<file path="config.mk">
export PLATFORM = sky130hd
export DESIGN_NAME = punc_mem_arbiter
export DESIGN_NICKNAME = d
export VERILOG_FILES = /design/src/rtl/punc_mem_arbiter.sv
export SDC_FILE = /design/constraint.sdc
export NUM_CORES = 1
export LEC_CHECK = 0
export BUFFER_PORTS_ARGS = -buffer_cell sky130_fd_sc_hd__buf_2
export CORE_AREA = 2 2 110 59
export CTS_BUF_LIST = sky130_fd_sc_hd__clkbuf_16
export DETAILED_ROUTE_END_ITERATION = 16
export DIE_AREA = 0 0 112 61
export PLACE_DENSITY = 0.75
export SKIP_CTS_REPAIR_TIMING = 1
export SYNTH_ARGS = -nofsm -noshare
export SYNTH_HDL_FRONTEND = slang
export SYNTH_SLANG_ARGS = --single-unit
</file>
<file path="constraint.sdc">
create_clock -name clk -period 1.4 [get_ports clk]
set_input_delay 0 -clock clk [delete_from_list [all_inputs] [get_ports clk]]
set_output_delay 0 -clock clk [all_outputs]
set_load 0.01 [all_outputs]
</file>
<file path="src/rtl/punc_mem_arbiter.sv">
// punc_mem_arbiter
// ----------------
// Shares the single PUnC memory port between the processor (CPU) and the
// debug/loader port (DBG). Memory is asynchronous-read, synchronous-write,
// so the granted requester drives the memory directly in its grant cycle and
// the read data is captured into that requester's rdata register at the
// closing clock edge.
//
// Ties are broken round-robin using the identity of the last granted
// requester. DBG may lock the port after one of its grants. The lock is
// released when DBG drops dbg_lock, or forcibly after LOCK_MAX locked cycles.
//
// Ports:
//   clk, rst         clock, synchronous active-high reset
//   cpu_req/we/addr/wdata   CPU request (held until cpu_gnt)
//   cpu_gnt          CPU access performed this cycle
//   cpu_rvalid/rdata CPU read return (rvalid one cycle after a read grant)
//   dbg_req/we/lock/addr/wdata  DBG request, lock asks for exclusive ownership
//   dbg_gnt          DBG access performed this cycle
//   dbg_rvalid/rdata DBG read return
//   mem_addr/we/wdata  memory request, driven by the granted requester
//   mem_rdata        memory asynchronous read data
//   locked           arbiter is in the LOCK state
module punc_mem_arbiter #(
  parameter int unsigned ADDR_W   = 16,
  parameter int unsigned DATA_W   = 16,
  parameter int unsigned LOCK_MAX = 8
) (
  input  logic              clk,
  input  logic              rst,
  input  logic              cpu_req,
  input  logic              cpu_we,
  input  logic [ADDR_W-1:0] cpu_addr,
  input  logic [DATA_W-1:0] cpu_wdata,
  output logic              cpu_gnt,
  output logic              cpu_rvalid,
  output logic [DATA_W-1:0] cpu_rdata,
  input  logic              dbg_req,
  input  logic              dbg_we,
  input  logic              dbg_lock,
  input  logic [ADDR_W-1:0] dbg_addr,
  input  logic [DATA_W-1:0] dbg_wdata,
  output logic              dbg_gnt,
  output logic              dbg_rvalid,
  output logic [DATA_W-1:0] dbg_rdata,
  output logic [ADDR_W-1:0] mem_addr,
  output logic              mem_we,
  output logic [DATA_W-1:0] mem_wdata,
  input  logic [DATA_W-1:0] mem_rdata,
  output logic              locked
);

  typedef enum logic {
    ST_NORMAL = 1'b0,
    ST_LOCK   = 1'b1
  } state_e;

  typedef enum logic {
    OWN_CPU = 1'b0,
    OWN_DBG = 1'b1
  } owner_e;

  localparam logic [7:0] LockMax = 8'(LOCK_MAX);

  state_e            state_q, state_d;
  owner_e            last_q, last_d;
  logic [7:0]        lock_cnt_q, lock_cnt_d;
  logic              cpu_rvalid_q, cpu_rvalid_d;
  logic              dbg_rvalid_q, dbg_rvalid_d;
  logic [DATA_W-1:0] cpu_rdata_q, cpu_rdata_d;
  logic [DATA_W-1:0] dbg_rdata_q, dbg_rdata_d;
  logic              cpu_gnt_w, dbg_gnt_w;

  // State register. Reset leaves last=DBG so the CPU wins the first tie.
  always_ff @(posedge clk) begin
    if (rst) begin
      state_q      <= ST_NORMAL;
      last_q       <= OWN_DBG;
      lock_cnt_q   <= 8'd0;
      cpu_rvalid_q <= 1'b0;
      dbg_rvalid_q <= 1'b0;
      cpu_rdata_q  <= '0;
      dbg_rdata_q  <= '0;
    end else begin
      state_q      <= state_d;
      last_q       <= last_d;
      lock_cnt_q   <= lock_cnt_d;
      cpu_rvalid_q <= cpu_rvalid_d;
      dbg_rvalid_q <= dbg_rvalid_d;
      cpu_rdata_q  <= cpu_rdata_d;
      dbg_rdata_q  <= dbg_rdata_d;
    end
  end

  // Grant decision. Reset masks both grants so nothing commits to memory
  // in a reset cycle; while locked only DBG can be served.
  always_comb begin
    cpu_gnt_w = 1'b0;
    dbg_gnt_w = 1'b0;
    if (!rst) begin
      if (state_q == ST_LOCK) begin
        dbg_gnt_w = dbg_req;
      end else if (cpu_req && dbg_req) begin
        if (last_q == OWN_DBG) begin
          cpu_gnt_w = 1'b1;
        end else begin
          dbg_gnt_w = 1'b1;
        end
      end else begin
        cpu_gnt_w = cpu_req;
        dbg_gnt_w = dbg_req;
      end
    end
  end

  // Memory port mux: the idle port is driven to all zeros.
  always_comb begin
    mem_addr  = '0;
    mem_we    = 1'b0;
    mem_wdata = '0;
    if (cpu_gnt_w) begin
      mem_addr  = cpu_addr;
      mem_we    = cpu_we;
      mem_wdata = cpu_wdata;
    end else if (dbg_gnt_w) begin
      mem_addr  = dbg_addr;
      mem_we    = dbg_we;
      mem_wdata = dbg_wdata;
    end
  end

  // Next-state logic: round-robin history, read capture and lock FSM.
  // Leaving LOCK always records DBG as last so the CPU wins the next tie,
  // which bounds CPU starvation to LOCK_MAX+1 cycles.
  always_comb begin
    state_d      = state_q;
    last_d       = last_q;
    lock_cnt_d   = lock_cnt_q;
    cpu_rvalid_d = cpu_gnt_w && !cpu_we;
    dbg_rvalid_d = dbg_gnt_w && !dbg_we;
    cpu_rdata_d  = cpu_rdata_q;
    dbg_rdata_d  = dbg_rdata_q;

    if (cpu_gnt_w) begin
      last_d = OWN_CPU;
    end
    if (dbg_gnt_w) begin
      last_d = OWN_DBG;
    end
    if (cpu_rvalid_d) begin
      cpu_rdata_d = mem_rdata;
    end
    if (dbg_rvalid_d) begin
      dbg_rdata_d = mem_rdata;
    end

    if (state_q == ST_NORMAL) begin
      if (dbg_gnt_w && dbg_lock) begin
        state_d    = ST_LOCK;
        lock_cnt_d = 8'd1;
      end
    end else begin
      if (!dbg_lock || (lock_cnt_q == LockMax)) begin
        state_d    = ST_NORMAL;
        last_d     = OWN_DBG;
        lock_cnt_d = 8'd0;
      end else begin
        lock_cnt_d = lock_cnt_q + 8'd1;
      end
    end
  end

  // Registered outputs and FSM status.
  always_comb begin
    cpu_gnt    = cpu_gnt_w;
    dbg_gnt    = dbg_gnt_w;
    cpu_rvalid = cpu_rvalid_q;
    dbg_rvalid = dbg_rvalid_q;
    cpu_rdata  = cpu_rdata_q;
    dbg_rdata  = dbg_rdata_q;
    locked     = (state_q == ST_LOCK);
  end

endmodule

</file>
==> impl_metrics.toml, run 1 <==
[status]
outcome = "finished with violations"
violations = "setup timing"

[clock_network]
htreeDepth = 2
cts_max_path_buffers = 2
insertion_delay_ps = 280
clockRootBuffer = "clkbuf_16"
cts_tree = "built"
cts.clk_slew.worst_paths_ps = 60
cts.sinks = 44
numCtsBuffers = 5

[worst_setup_path]
worst_path_most_repeated_cell = "buf_12"
worst_ep_required_time_ps = 1400
cp_cell_sequence = "or3b_4, nor2_4, buf_12, buf_12, a22o_1, buf_2"
critPathMaxFanout = 5
crit_slowest_cell = "or3b_4"
rrSetupSlack_ps = -140
cp-end-kind = "output port"
crit-reg2reg-launch = "locked"
crit_type = "reg2out"
crit_path_max_incr_delay_ps = 410
cp-start-kind = "flip-flop"
timing.rr.end = "cpu_rdata[9]"
startpoint = "locked"
cp.arrival_ps = 1710
critPathCapture = "mem_addr[0]"
rr_worst_depth = 5

[pwr]
powerDensity_mw_per_mm2 = 942
power_switching_w = 0.000849
peakVddDrop_v = 0.000787
power_frac_clock_pct = 42.0
power_frac_comb_pct = 20.8
p_seq_share_pct = 37.2
cellInternalPower_w = 0.00270
p_sw_share_pct = 23.9
power.leakage_nw = 1.79

[route]
vias_per_cell = 5.02
drc = 0
finalWirelength_mm = 8.27
drtIter0Drc = 205
ant_nets = 0
dr_total_vias = 2537
drtPass1Iterations = 4
wl_per_cell_um = 16.4

[timing]
rsz0062_at_grt = "true"
hold_viol = 0
post-route-period-util_pct = 122
clock.fmax_ghz = 0.585
timing.final.max_slew_violations = 0
worst_pin_slew_ps = 259
setup_viol = 69
relSlewSlack_pct = 82.7
min_period_ps = 1710
fin_tns_setup_ps = -12770
skew_ps = 2.67
fin_ws_ps = -310

[die]
rows = 20
die_w_um = 112
num_io_pins = 157
initial_core_util_pct = 35.1
design.core.area_mm2 = 0.00586
dieArea_mm2 = 0.00683
die_h_um = 61

[placed_design]
place_congestion = 0.779
dp.final_hpwl_mm = 5.41
numPortBuffers = 156
dp_cells = 470

[synth]
async_reset_ff_share_pct = 0
synth_seq_cells = 44
synth.distinct_cells = 36
syn-num-nets = 321
synthCells = 232
netlist_area_mm2 = 0.00205
synth-seq-area-share_pct = 42.9
syn_avg_cell_area_um2 = 8.85
yosysWarnings = 0
ys.flop_type = "dfxtp_1"
synth-edff-count = 0

[final_layout]
final_cells = 505
syn2layout_area_growth_pct = 83.6
drive_gt1_share_pct = 52.1
layout_common_cells = "153 x buf_2, 42 x nand2_1, 37 x dfxtp_1"
layout_commonest_cell = "buf_2"
num_antenna_cells = 0
final_nets = 517
fillCellCount = 488

[job]
drv_cap = 0

[grt]
grt_use_total_pct = 19.4
grt_overflow = 0
grt_pass1_wl_mm = 10.4
grt_max_degree = 35
antenna_found_initial = 0
grt_pass1_vias = 2010

[min_path]
hold_class = "in2reg"
-- flip-flops by register name, indices dropped and copies added (netlist names) --
name and count:
last_q 1, cpu_rdata 16, dbg_rvalid 1, lock_cnt_q 8
dbg_rdata 16, locked 1, cpu_rvalid 1
-- worst max-delay path, delay by kind of cell, from the launching register on --
family	cells	cell delay [ps]
buffers and inverters	3	400
flip-flops	1	320
AND/OR/NAND/NOR	2	530
AO/OA/AOI/OAI	1	180
-- cell usage after synthesis (all sizes together) (2+ instances only) --
cell type | instances | area [um^2]
a21oi | 4 | 20.0
a22o | 33 | 289
a31oi | 6 | 37.5
buf | 8 | 67.6
clkbuf | 8 | 30.0
dfxtp | 44 | 881
ha | 2 | 25.0
inv | 3 | 11.3
mux2i | 17 | 170
nand2 | 42 | 158
nand3 | 4 | 20.0
nand3b | 4 | 30.0
nor2 | 18 | 70.1
nor2b | 2 | 12.5
nor3 | 3 | 20.0
o21ai | 18 | 90.1
or4 | 2 | 15.0
-- cell type report --
cell class / count / area (um^2) / area share, %
flip-flops and latches: 44 / 892 / 23.7
repair buffers: 205 / 1370 / 36.4
clock inverters: 2 / 60.1 / 1.59
clock buffers: 5 / 125 / 3.32
inverters: 4 / 18.8 / 0.498
multi-input cells: 168 / 1200 / 32.0
well taps: 77 / 96.3 / 2.56
-- per-stage QoR --
step / worst slack (ps) / instance area, um^2 / hold WS [ps] / total power (W) / util, %
after floorplan: -144 / 2060 / 109 / 0.00162 / -
after global placement: -64.0 / 3070 / 211 / 0.00192 / 52.5
after detailed placement: -132 / 3070 / 221 / 0.00193 / 52.5
after CTS: -322 / 3260 / -75.2 / 0.00342 / 55.6
after global routing: -332 / 3770 / 118 / 0.00369 / 64.4
final: -310 / 3770 / 95.3 / 0.00355 / 64.4
-- routing by layer --
layer	global-route usage (%)	wire length, um	up-vias
li1	-	-	1231
met1	29.8	3770	1208
met2	27.4	3760	91
met3	5.00	685	7
met4	3.83	48	0
met5	0	0	-
-- power groups by stage --
stage                     clock network (W)  logic [W]  registers (W)
after detailed placement                  0   0.000586        0.00135
after floorplan                           0   0.000251        0.00137
after CTS                           0.00151   0.000589        0.00132
after global placement                    0   0.000578        0.00135
final                               0.00149   0.000740        0.00132
after global routing                0.00157   0.000793        0.00133
-- cells by family after synthesis --
group | synth area share [%]
AND/OR/NAND/NOR | 18.8
AO/OA/AOI/OAI | 23.3
flip-flops | 42.9
buffers and inverters | 5.48
multiplexers | 8.29
adder cells (fa/ha/maj) | 1.22
-- worst min-delay path by stage --
stage                  startpoint            end  slack [ps]  depth (start not counted)
floorplan            mem_rdata[0]   dbg_rdata[0]         110                          2
global placement    mem_rdata[14]  dbg_rdata[14]         210                          3
detailed placement   mem_rdata[6]   dbg_rdata[6]         220                          3
CTS                  mem_rdata[6]   dbg_rdata[6]         -80                          3
global route               cpu_we     cpu_rvalid         120                          3
finish                        rst  lock_cnt_q[3]         100                          3
Power figures use the tool's default switching activity.
==> run 2: changes to the inputs <==
--- a/config.mk
+++ b/config.mk
@@ -6,11 +6,11 @@
 export NUM_CORES = 1
 export LEC_CHECK = 0
 export BUFFER_PORTS_ARGS = -buffer_cell sky130_fd_sc_hd__buf_2
-export CORE_AREA = 2 2 110 59
+export CORE_AREA = 2 2 75 77
 export CTS_BUF_LIST = sky130_fd_sc_hd__clkbuf_16
 export DETAILED_ROUTE_END_ITERATION = 16
-export DIE_AREA = 0 0 112 61
-export PLACE_DENSITY = 0.75
+export DIE_AREA = 0 0 77 79
+export PLACE_DENSITY = 0.79
 export SKIP_CTS_REPAIR_TIMING = 1
 export SYNTH_ARGS = -nofsm -noshare
 export SYNTH_HDL_FRONTEND = slang
==> constraint.sdc (replaced) <==
create_clock -name clk -period 1.6 [get_ports clk]
set_input_delay 0 -clock clk [delete_from_list [all_inputs] [get_ports clk]]
set_output_delay 0 -clock clk [all_outputs]
set_load 0.01 [all_outputs]
==> run 2 against run 1 <==
Compared with the run above: the flow still finishes with violations (setup timing); first-iteration DRC count shrank 51%; non-clock buffer count is 19 lower; wire length fell by 15%; final area is 8.9% lower; die area shrank 11%; sequential power is 12% lower; sequential share of layout area rose by 2.0 points; worst setup slack gained 270 ps; cell count fell by 4.6%; total power shrank 19%; worst hold slack gained 2.0 ps; largest cell class unchanged; highest routed layer unchanged.
==> impl_metrics.toml, run 2 (synthesized netlist as in run 1, its figures left out) <==
[worst_setup_path]
cp-start-kind = "flip-flop"
crit_slowest_cell = "or3b_4"
crit-reg2reg-launch = "locked"
crit_path_max_incr_delay_ps = 410
critPathMaxFanout = 17
critPathCapture = "mem_wdata[6]"
crit_type = "reg2out"
timing.rr.end = "cpu_rdata[10]"
cp-end-kind = "output port"
path_buf_inv = 2
cp_top_family = "simple AND/OR/NAND/NOR gates"
rrSetupSlack_ps = 60
rr_worst_depth = 5
startpoint = "locked"
cp.depth = 5
cp.arrival_ps = 1640
cp_cell_sequence = "or3b_4, nor2_4, clkbuf_16, a22o_1, buf_6"
worst_ep_required_time_ps = 1600

[grt]
grt_use_total_pct = 19.7
grt_overflow = 0
grt_pass1_vias = 2029
antenna_found_initial = 0
grt_max_degree = 35
grt_pass1_wl_mm = 9.63

[final_layout]
syn2layout_area_growth_pct = 67.2
final_core_util_pct = 64.3
final_nets = 498
drive_gt1_share_pct = 46.6
fillCellCount = 460
final_area_mm2 = 0.00343
num_antenna_cells = 0
layout_commonest_cell = "buf_2"
layout_common_cells = "150 x buf_2, 43 x dfxtp_1, 42 x nand2_1"

[die]
initial_core_util_pct = 38.5
rows = 27
dieArea_mm2 = 0.00608
num_io_pins = 157
die_h_um = 79
design.core.area_mm2 = 0.00534
die_w_um = 77

[timing]
skew_ps = 2.53
setup_viol = 22
clock.fmax_ghz = 0.611
timing.final.max_slew_violations = 0
hold_viol = 0
fin_ws_ps = -37.8
min_period_ps = 1640
relSlewSlack_pct = 79.4
rsz0062_at_grt = "true"
post-route-period-util_pct = 102
fin_tns_setup_ps = -233
worst_pin_slew_ps = 308

[clock_network]
cts.sinks = 44
cts_tree = "built"
clockRootBuffer = "clkbuf_16"
htreeDepth = 2
cts.clk_slew.worst_paths_ps = 60
numCtsBuffers = 5
insertion_delay_ps = 280
cts_max_path_buffers = 2

[pwr]
powerDensity_mw_per_mm2 = 834
peakVddDrop_v = 0.000497
power_w = 0.00286
power.leakage_nw = 1.64

[job]
drv_cap = 0

[placed_design]
dp.final_hpwl_mm = 4.93
place_congestion = 0.852
numPortBuffers = 156
dpl_cell_area_mm2 = 0.00297
place_ws_ps = 46.3

[min_path]
hold_class = "in2reg"

[route]
finalWirelength_mm = 7.04
drc = 0
drtPass1Iterations = 4
vias_per_cell = 4.90
dr_total_vias = 2360
drtIter0Drc = 101
wl_per_cell_um = 14.6
ant_nets = 0

[status]
violations = "setup timing"
outcome = "finished with violations"
## run 2: changes by cell type in the layout (fill, tap and decap cells not counted), sizes merged
cell / previous run / this run
buf: 184 / 169
clkinv: 1 / 3
clkbuf: 10 / 6
bufinv: 2 / 1
## run 2: layout make-up
| class | count | area, um^2 | share of cell area [%] |
|---|---|---|---|
| Sequential cell | 44 | 882 | 25.7 |
| Tap cell | 72 | 90.1 | 2.62 |
| Multi-Input combinational cell | 168 | 1120 | 32.7 |
| Inverter | 4 | 18.8 | 0.547 |
| Clock buffer | 5 | 125 | 3.64 |
| Timing Repair Buffer | 186 | 1150 | 33.6 |
| Clock inverter | 3 | 42.5 | 1.24 |
## run 2: metal layers
metal | share of wire (%) | GRT usage (%) | wire length, um
met1 | 44 | 26.6 | 3100
met2 | 51 | 31.8 | 3590
met3 | 3.8 | 3.52 | 265
met4 | 1.3 | 6.61 | 94
met5 | 0 | 0 | 0
## run 2: through the flow
step / std cells / hold WS [ps]
6_report: 482 / 97.3
4_1_cts: 462 / -73.8
3_5_place_dp: 454 / 216
5_1_grt: 482 / 98.5
3_3_place_gp: 454 / 213
2_1_floorplan: 232 / 109
## run 2: worst min-delay path by stage
stage,from,end,slack [ps],cells past startpoint
2_1_floorplan,mem_rdata[0],dbg_rdata[0],110,2
6_report,dbg_lock,last_q,100,4
4_1_cts,mem_rdata[0],dbg_rdata[0],-70,3
5_1_grt,dbg_we,dbg_rvalid,100,3
3_5_place_dp,mem_rdata[0],dbg_rdata[0],220,3
3_3_place_gp,mem_rdata[8],dbg_rdata[8],210,3
## run 2: tightest hold or removal path, stage by stage
cell and delay, ps:
buf_2 120, o21ai_2 70, a21oi_1 90, nand2_1 60
## run 2: where the power goes
group | internal, W | total, W | switching (W) | leakage (nW)
Sequential | 0.00114 | 0.00116 | 0.0000238 | 0.358
Clock | 0.000733 | 0.00113 | 0.000398 | 0.0814
Combinational | 0.000301 | 0.000572 | 0.000271 | 1.20
Total | 0.00217 | 0.00286 | 0.000693 | 1.64
